<file path="src/rtl/cpu_bus.sv">
// cpu_bus: memory-side bus stage behind the 16-bit CPU memory port.
// Splits CPU traffic between an external synchronous block RAM and a
// 16-word IO window. The window holds a TX byte FIFO with a valid/ready
// drain port, a snapshot-able 32-bit free-running cycle counter and an
// LED register. Read data is valid exactly one cycle after the read
// address is presented, and the bus never stalls.
//
// Ports:
//   clk, reset            clock, synchronous active-high reset
//   cpu_raddr_i/cpu_rd_i  CPU read address / read strobe
//   cpu_rdata_o           data for the address presented last cycle
//   cpu_waddr_i/cpu_wdata_i/cpu_wr_i  CPU write port (commits at the edge)
//   ram_raddr_o/ram_rdata_i           RAM read port (RAM has 1-cycle latency)
//   ram_waddr_o/ram_wdata_o/ram_wr_o  RAM write port (IO writes masked off)
//   tx_data_o/tx_valid_o/tx_ready_i   TX FIFO drain port
//   led_o                 LED register
module cpu_bus #(
  parameter int                AWIDTH  = 16,
  parameter int                DWIDTH  = 16,
  parameter logic [AWIDTH-1:0] IO_BASE = 16'hF000,
  parameter int                FIFO_AW = 3
) (
  input  logic              clk,
  input  logic              reset,
  input  logic [AWIDTH-1:0] cpu_raddr_i,
  input  logic              cpu_rd_i,
  output logic [DWIDTH-1:0] cpu_rdata_o,
  input  logic [AWIDTH-1:0] cpu_waddr_i,
  input  logic [DWIDTH-1:0] cpu_wdata_i,
  input  logic              cpu_wr_i,
  output logic [AWIDTH-1:0] ram_raddr_o,
  input  logic [DWIDTH-1:0] ram_rdata_i,
  output logic [AWIDTH-1:0] ram_waddr_o,
  output logic [DWIDTH-1:0] ram_wdata_o,
  output logic              ram_wr_o,
  output logic [7:0]        tx_data_o,
  output logic              tx_valid_o,
  input  logic              tx_ready_i,
  output logic [7:0]        led_o
);

  localparam logic [3:0] OFF_TXDATA = 4'd0;
  localparam logic [3:0] OFF_STATUS = 4'd1;
  localparam logic [3:0] OFF_CNT_LO = 4'd2;
  localparam logic [3:0] OFF_CNT_HI = 4'd3;
  localparam logic [3:0] OFF_LED    = 4'd4;

  localparam logic [FIFO_AW:0]   DEPTH     = {1'b1, {FIFO_AW{1'b0}}};
  localparam logic [FIFO_AW:0]   CNT_ONE   = {{FIFO_AW{1'b0}}, 1'b1};
  localparam logic [FIFO_AW:0]   CNT_ZERO  = {(FIFO_AW+1){1'b0}};
  localparam logic [FIFO_AW-1:0] PTR_ONE   = {{(FIFO_AW-1){1'b0}}, 1'b1};
  localparam logic [FIFO_AW-1:0] PTR_ZERO  = {FIFO_AW{1'b0}};
  localparam int                 DEPTH_N   = int'(DEPTH);
  localparam logic [DWIDTH-1:0]  DATA_ZERO = {DWIDTH{1'b0}};

  // Address decode
  logic       raddr_io;
  logic       waddr_io;
  logic       io_wr;
  logic [3:0] roff;
  logic [3:0] woff;

  // TX FIFO state
  logic [7:0]         fifo_mem [0:DEPTH_N-1];
  logic [FIFO_AW-1:0] wptr;
  logic [FIFO_AW-1:0] rptr;
  logic [FIFO_AW:0]   count;
  logic               overflow;
  logic               full;
  logic               empty;
  logic               push_req;
  logic               push;
  logic               pop;
  logic               status_clr;

  // Counter, LED and read path
  logic [31:0]       counter;
  logic [31:0]       snapshot;
  logic [7:0]        led;
  logic              sel_io;
  logic [DWIDTH-1:0] io_rdata;
  logic [DWIDTH-1:0] io_rd_mux;

  assign raddr_io = (cpu_raddr_i[AWIDTH-1:4] == IO_BASE[AWIDTH-1:4]);
  assign waddr_io = (cpu_waddr_i[AWIDTH-1:4] == IO_BASE[AWIDTH-1:4]);
  assign roff     = cpu_raddr_i[3:0];
  assign woff     = cpu_waddr_i[3:0];
  assign io_wr    = cpu_wr_i & waddr_io;

  // RAM side is a pure pass-through; only the write strobe is gated so
  // IO stores never land in RAM.
  assign ram_raddr_o = cpu_raddr_i;
  assign ram_waddr_o = cpu_waddr_i;
  assign ram_wdata_o = cpu_wdata_i;
  assign ram_wr_o    = cpu_wr_i & ~waddr_io;

  // full/empty come from registered state only, so a same-cycle pop never
  // makes room for a push.
  assign full       = (count == DEPTH);
  assign empty      = (count == CNT_ZERO);
  assign push_req   = io_wr & (woff == OFF_TXDATA);
  assign push       = push_req & ~full;
  assign pop        = tx_valid_o & tx_ready_i;
  assign status_clr = io_wr & (woff == OFF_STATUS) & cpu_wdata_i[2];

  assign tx_valid_o  = ~empty;
  assign tx_data_o   = fifo_mem[rptr];
  assign led_o       = led;
  assign cpu_rdata_o = sel_io ? io_rdata : ram_rdata_i;

  // IO register read mux, evaluated on pre-edge state so a same-cycle
  // write is not visible to the read.
  always_comb begin
    io_rd_mux = DATA_ZERO;
    case (roff)
      OFF_TXDATA: io_rd_mux = DATA_ZERO;
      OFF_STATUS: io_rd_mux = DWIDTH'({4'b0000, 4'(count), 5'b00000, overflow, empty, full});
      OFF_CNT_LO: io_rd_mux = DWIDTH'(snapshot[15:0]);
      OFF_CNT_HI: io_rd_mux = DWIDTH'(snapshot[31:16]);
      OFF_LED:    io_rd_mux = DWIDTH'(led);
      default:    io_rd_mux = DATA_ZERO;
    endcase
  end

  // Read-source select and IO read data, captured only on read strobes.
  always_ff @(posedge clk) begin
    if (reset) begin
      sel_io   <= 1'b0;
      io_rdata <= DATA_ZERO;
    end else if (cpu_rd_i) begin
      sel_io   <= raddr_io;
      io_rdata <= io_rd_mux;
    end
  end

  // Free-running cycle counter; a CNT_LO write captures the pre-increment value.
  always_ff @(posedge clk) begin
    if (reset) begin
      counter  <= 32'd0;
      snapshot <= 32'd0;
    end else begin
      counter <= counter + 32'd1;
      if (io_wr && (woff == OFF_CNT_LO)) begin
        snapshot <= counter;
      end
    end
  end

  // LED register.
  always_ff @(posedge clk) begin
    if (reset) begin
      led <= 8'h00;
    end else if (io_wr && (woff == OFF_LED)) begin
      led <= cpu_wdata_i[7:0];
    end
  end

  // TX FIFO storage, pointers, occupancy and sticky overflow flag.
  always_ff @(posedge clk) begin
    if (reset) begin
      wptr     <= PTR_ZERO;
      rptr     <= PTR_ZERO;
      count    <= CNT_ZERO;
      overflow <= 1'b0;
      for (int i = 0; i < DEPTH_N; i++) begin
        fifo_mem[i] <= 8'h00;
      end
    end else begin
      if (push) begin
        fifo_mem[wptr] <= cpu_wdata_i[7:0];
        wptr           <= wptr + PTR_ONE;
      end
      if (pop) begin
        rptr <= rptr + PTR_ONE;
      end
      case ({push, pop})
        2'b10:   count <= count + CNT_ONE;
        2'b01:   count <= count - CNT_ONE;
        default: count <= count;
      endcase
      // A dropped push wins over a same-cycle clear.
      if (push_req && full) begin
        overflow <= 1'b1;
      end else if (status_clr) begin
        overflow <= 1'b0;
      end
    end
  end

endmodule
</file>
<file path="config.mk">
export PLATFORM = sky130hd
export DESIGN_NAME = cpu_bus
export DESIGN_NICKNAME = d
export VERILOG_FILES = /design/src/rtl/cpu_bus.sv
export SDC_FILE = /design/constraint.sdc
export NUM_CORES = 1
export LEC_CHECK = 0
export CAP_MARGIN = 20
export CORE_MARGIN = 2
export CORE_UTILIZATION = 40
export DETAILED_ROUTE_END_ITERATION = 10
export GPL_TIMING_DRIVEN = 0
export MAX_ROUTING_LAYER = met4
export PLACE_DENSITY_LB_ADDON = 0.05
export SYNTH_ARGS = -nofsm -noshare
export SYNTH_HDL_FRONTEND = slang
export SYNTH_SLANG_ARGS = --single-unit
export TNS_END_PERCENT = 5
</file>
<file path="constraint.sdc">
create_clock -name clk -period 3.2 [get_ports clk]
set_input_delay 0.48 -clock clk [delete_from_list [all_inputs] [get_ports clk]]
set_output_delay 0.48 -clock clk [all_outputs]
set_load 0.005 [all_outputs]
</file>
Word-level counts from Yosys, hierarchy flattened
Memory sizes are Yosys's and may differ from the RTL's. A register that Yosys moved wholly into a read port is not among the register bits.
Index checks and enable logic that the tools add are counted.
{ "word_totals": {"wordCells": 60, "n_memories": 1, "input_bits": 69, "mem_bits_rw": 64, "output_inout_bits": 82, "reg_bits": 100} }
{ "op_classes": {"n_eq_ne": 12, "n_addsub": 5, "muxes": 15, "bitwise": 10, "reduce_logical": 8} }
{ "mem_list": {"columns": ["memory", "words", "width", "read_ports", "rd_ports_with_merged_regs", "write_ports", "line", "rtl"], "rows": [
  ["fifo_mem", 8, 8, 1, 1, 8, "64", "logic [7:0] fifo_mem [0:DEPTH_N-1];"]
]} }
{ "ops": {"columns": ["cell", "n"], "rows": [
  ["case mux 16 bit (4 select lines)", 1],
  ["adder 32 x 1 -> 32 bit (second input constant)", 1],
  ["equality test 12 bit (second input constant)", 2],
  ["2-to-1 mux 16 bit", 1],
  ["equality test 4 x 2 -> 1 bit (second input constant)", 3],
  ["2-to-1 mux 3 bit", 3],
  ["equality test 4 x 1 -> 1 bit (second input constant)", 2],
  ["equality test 4 x 3 -> 1 bit (second input constant)", 2],
  ["zero test 4 bit", 2],
  ["2-to-1 mux 1 bit", 8],
  ["2-to-1 mux 8 bit", 1],
  ["case mux 4 bit (2 select lines)", 1],
  ["OR reduction 8 bit", 1],
  ["bitwise AND 1 bit", 7],
  ["adder 3 x 1 -> 3 bit (second input constant)", 2],
  ["adder 4 x 1 -> 4 bit (second input constant)", 1],
  ["equality test 4 bit (second input constant)", 1],
  ["nonzero test 2 bit", 2],
  ["subtractor 4 x 1 -> 4 bit (second input constant)", 1],
  ["logical AND 1 bit", 3],
  ["inverter 1 bit", 3],
  ["equality test 2 x 1 -> 1 bit (second input constant)", 1],
  ["equality test 2 bit (second input constant)", 1]
]} }

Depth between registers and ports, before layout
{ "depth": {"ltp_word": 9, "ltp_mapped": 13, "ltp_nobuf": 10} }

Worst setup path after synthesis
Ideal clock, no wire load.
{ "synth_path": {"path_type": "input-to-reg", "start": "in cpu_waddr_i[9]", "end": "reg count[2]", "stages": 12, "slack_ns": -0.089, "t_arrival_ns": 3.218, "n_path_buf": 2, "required_ns": 3.129, "setup_time_ns": 0.071, "cell_sequence": "or4_4 -> or4_1 -> buf_6 -> buf_6 -> or2_2 -> ha_1 -> xor2_1 -> ha_1 -> a21oi_1 -> xor2_1 -> or3_1 -> a21oi_1"} }
{ "synth_via": {"elab_chain_len": 6, "word_cells_on_any_way": 8, "cone_classes": "eq/ne: 3; mux: 1; bitwise: 3; reduce/logical: 1"} }
{ "synth_lines": {"columns": ["element", "line", "rtl"], "rows": [
  ["start: declaration", "28", "input logic [AWIDTH-1:0] cpu_waddr_i,"],
  ["equality test 12 bit (*)", "85", "assign waddr_io = (cpu_waddr_i[AWIDTH-1:4] == IO_BASE[AWIDTH-1:4]);"],
  ["bitwise AND 1 bit (*)", "88", "assign io_wr = cpu_wr_i & waddr_io;"],
  ["bitwise AND 1 bit (*)", "101", "assign push_req = io_wr & (woff == OFF_TXDATA);"],
  ["bitwise AND 1 bit (*)", "102", "assign push = push_req & ~full;"],
  ["equality test 2 x 1 -> 1 bit or equality test 2 bit (tied branches)", "176", "case ({push, pop})"],
  ["case mux 4 bit (2 select lines) or nonzero test 2 bit (tied branches)", null, null],
  ["end signal: assignment", "177", "2'b10: count <= count + CNT_ONE;"],
  ["end signal: assignment", "178", "2'b01: count <= count - CNT_ONE;"],
  ["end signal: assignment", "179", "default: count <= count;"],
  ["end: declaration", "67", "logic [FIFO_AW:0] count;"]
]} }
Mark *: on every way between the ends. The rest lies on a longest branch, timed or not.
A chain may end at the register's enable or synchronous reset.

==> reports/results.ini <==
[logic_synthesis]
syn_area_sq_um=8377
synth_ff_type=dfxtp_1
ys_types=52
ys_seq_elements=167
yosys_warnings=0
syn_avg_cell_area_sq_um=10.30
synth_cells=813
async_reset_ff_frac=0
synth-seq-area-share=0.4756
synth_edf_count=64
syn-num-nets=888

[die]
coreArea_sq_um=20360
ioPinCount=151
design.die.area_sq_um=22120
rows=52
die_h_um=148.7
start_util=0.4113
die_w_um=148.7

[run]
drv_cap=0

[global_route]
antenna_found_initial=0
overflow=0
grt_max_degree=17
grt_pass1_vias=6239
grt_pass1_wl_mm=35.23
grt_usage=0.2170

[sta]
finalCritPeriodShare=0.9619
setup_viol=0
grt_setup_unrepaired=false
fmax_mhz=324.9
final_max_slew_viol_count=0
hold_violations=0
min_period_ps=3078
relSlewSlack=0.3199
clock_skew_ps=16.85
fin_tns_setup_ps=0
tightest_slew_ps=1006

[clock_network]
ctsRootBufferMaster=clkbuf_16
htreeDepth=4
cts_hold_buffers=0
clock-sinks=167
cts-buffers-inserted=17
path_clk_slew_ps=80
cts_tree=done
clockBufferDepth=2
worstSkewPairLatency_ps=430

[power]
peakVddDrop_v=0.0004162
power_mw=4.561
powerDensity_nw_per_um2=424.8
leakagePower_nw=3.715

[detailed_routing]
viasPerCell=5.215
first_pass_iters=4
wl_mm=23.05
drtIter0Drc=466
drc=0
wl_per_cell_um=18.33
num_vias=6561
ant_nets=0

[worst_setup_path]
cp_data_required_time_ps=2720
worstPathArrival_ps=2600
cp_max_fo=10
worst_setup_path_end_kind=primary output
critPathKind=flip-flop to primary output
start_kind=flip-flop

[layout]
diodes=0
fin_util=0.5272
drive_above_1_share=0.1609
area_delta_synth_final_pct=28.17
n_fill_cell=1874
nNetsFinal=1050

[place]
gp_congestion=0.8014
io_buffers=142
dp_hpwl_mm=17.07

[outcome]
status=finished clean

[worst_hold_path]
hold_path.class=flip-flop to flip-flop

==> layout by cell type (no fill, tap or decap), types with 5 or more instances in the layout <==
cell             instances
o2bb2ai_1                5
mux2i_1                 12
o21ai_0                 56
nand3_1                 53
clkdlybuf4s50_1        138
inv_1                    7
a21oi_1                 78
edfxtp_1                64
xor2_1                  13
and2_1                  66
and4_1                   6
clkbuf_16               17
mux4_2                  16
nand2_1                 23
nand4_1                 15
or3_1                    6
nor2_1                  37
o31ai_1                 14
mux2_2                  32
nand2b_1                 6
or4_1                   18
xnor2_1                  5
clkbuf_1                38
nor4_4                   6
buf_4                   50
inv_6                    5
buf_1                    6
dfxtp_1                102
nor4_1                   7
nor2b_1                 17
==> report_power, final <==
| part | total, mW | internal, mW | switching, mW |
|---|---|---|---|
| Clock | 1.93 | 1.01 | 0.917 |
| Combinational | 0.380 | 0.224 | 0.157 |
| Sequential | 2.25 | 2.24 | 0.0127 |
| Total | 4.56 | 3.47 | 1.09 |
==> layer usage <==
layer  share of wire  global-route usage  vias up  wire length [um]
li1                -                   -     3286                 -
met4           0.014             0.05429        0               319
met3           0.022             0.03405       21               507
met1            0.45              0.2749     3165             10470
met2            0.51              0.3655       89             11760
met5               0                   -        -                 0
==> timing repair <==
action | 4_1_cts | 5_1_grt
pin swaps | 1 | 2
setup buffers | 1 | 0
gates resized for setup | 8 | 6
endpoints found under the setup margin | 10 | 2
==> path summary, 6_finish.rpt <==
kind | slack [ps] | from | cells after the start | endpoint
worst max-delay path | 120 | flip-flop | 5 | tx_data_o[2]
worst max register to register | 200 | count[1] | 12 | count[2]
worst min-delay path | 460 | io_rdata[2] | 2 | io_rdata[2]
worst min register to register | 460 | io_rdata[2] | 2 | io_rdata[2]
==> flip-flops by register name, indices dropped and copies added, names as in the netlist, named ones only <==
signal and flops:
wptr 3, io_rdata 16, sel_io 1, count 4
snapshot 32, overflow 1, counter 32, rptr 3
led_o 8, fifo_mem 64
==> final cells by class <==
class	instances	area [sq um]	share of cell area
flip-flops and latches	167	3985	0.3712
multi-input cells	541	3826	0.3564
repair buffers	145	1449	0.1349
plain buffers	97	573.1	0.05337
clock buffers	18	429.2	0.03997
well taps	270	337.8	0.03147
clock inverters	14	113.9	0.01060
inverters	6	22.52	0.002098
==> critical path, cell delays in order (launching register included) <==
cell,delay (ps)
dfxtp_1,310
buf_1,360
clkbuf_2,360
mux4_2,390
mux2_2,300
clkdlybuf4s50_1,450
==> through the flow <==
| step | instance area (sq um) | hold slack, ps | cells | setup WS (ps) |
|---|---|---|---|---|
| floorplan | 8396 | 419.6 | 813 | 70.02 |
| global placement | 10150 | 438.5 | 1225 | -556.3 |
| detailed placement | 10150 | 441.7 | 1225 | -540.5 |
| CTS | 10710 | 456.9 | 1257 | -55.89 |
| global route | 10740 | 486.9 | 1258 | 6.076 |
| finish | 10740 | 455.3 | 1258 | 122.1 |
==> Yosys cell counts, types with 6 or more instances <==
master	instances	area share
ha_1	6	0.0090
inv_1	6	0.0027
nor2_1	37	0.017
dfxtp_1	103	0.25
xor2_1	13	0.014
nand2b_1	6	0.0045
o31ai_1	14	0.013
nand2_1	23	0.010
and4_1	6	0.0063
edfxtp_1	64	0.23
or3_1	6	0.0045
mux2_2	32	0.043
nand3_1	53	0.032
nor4_4	6	0.015
mux4_2	16	0.043
o21ai_0	56	0.033
nor4_1	7	0.0052
buf_1	7	0.0031
nand4_1	15	0.011
nor2b_1	17	0.013
a21oi_1	79	0.047
or4_1	19	0.017
and2_1	66	0.049
buf_4	48	0.043
clkbuf_1	40	0.018
mux2i_1	12	0.014
==> cell families after synthesis <==
kind of cell	after synthesis	share of synthesized area
simple gates	290	0.2130
fa+ha+maj	6	0.008962
xor+xnor	18	0.01882
buf+inv	105	0.07140
compound gates	167	0.1119
mux	60	0.1004
flops	167	0.4756
Note: power is estimated with default switching activity, not from simulation.
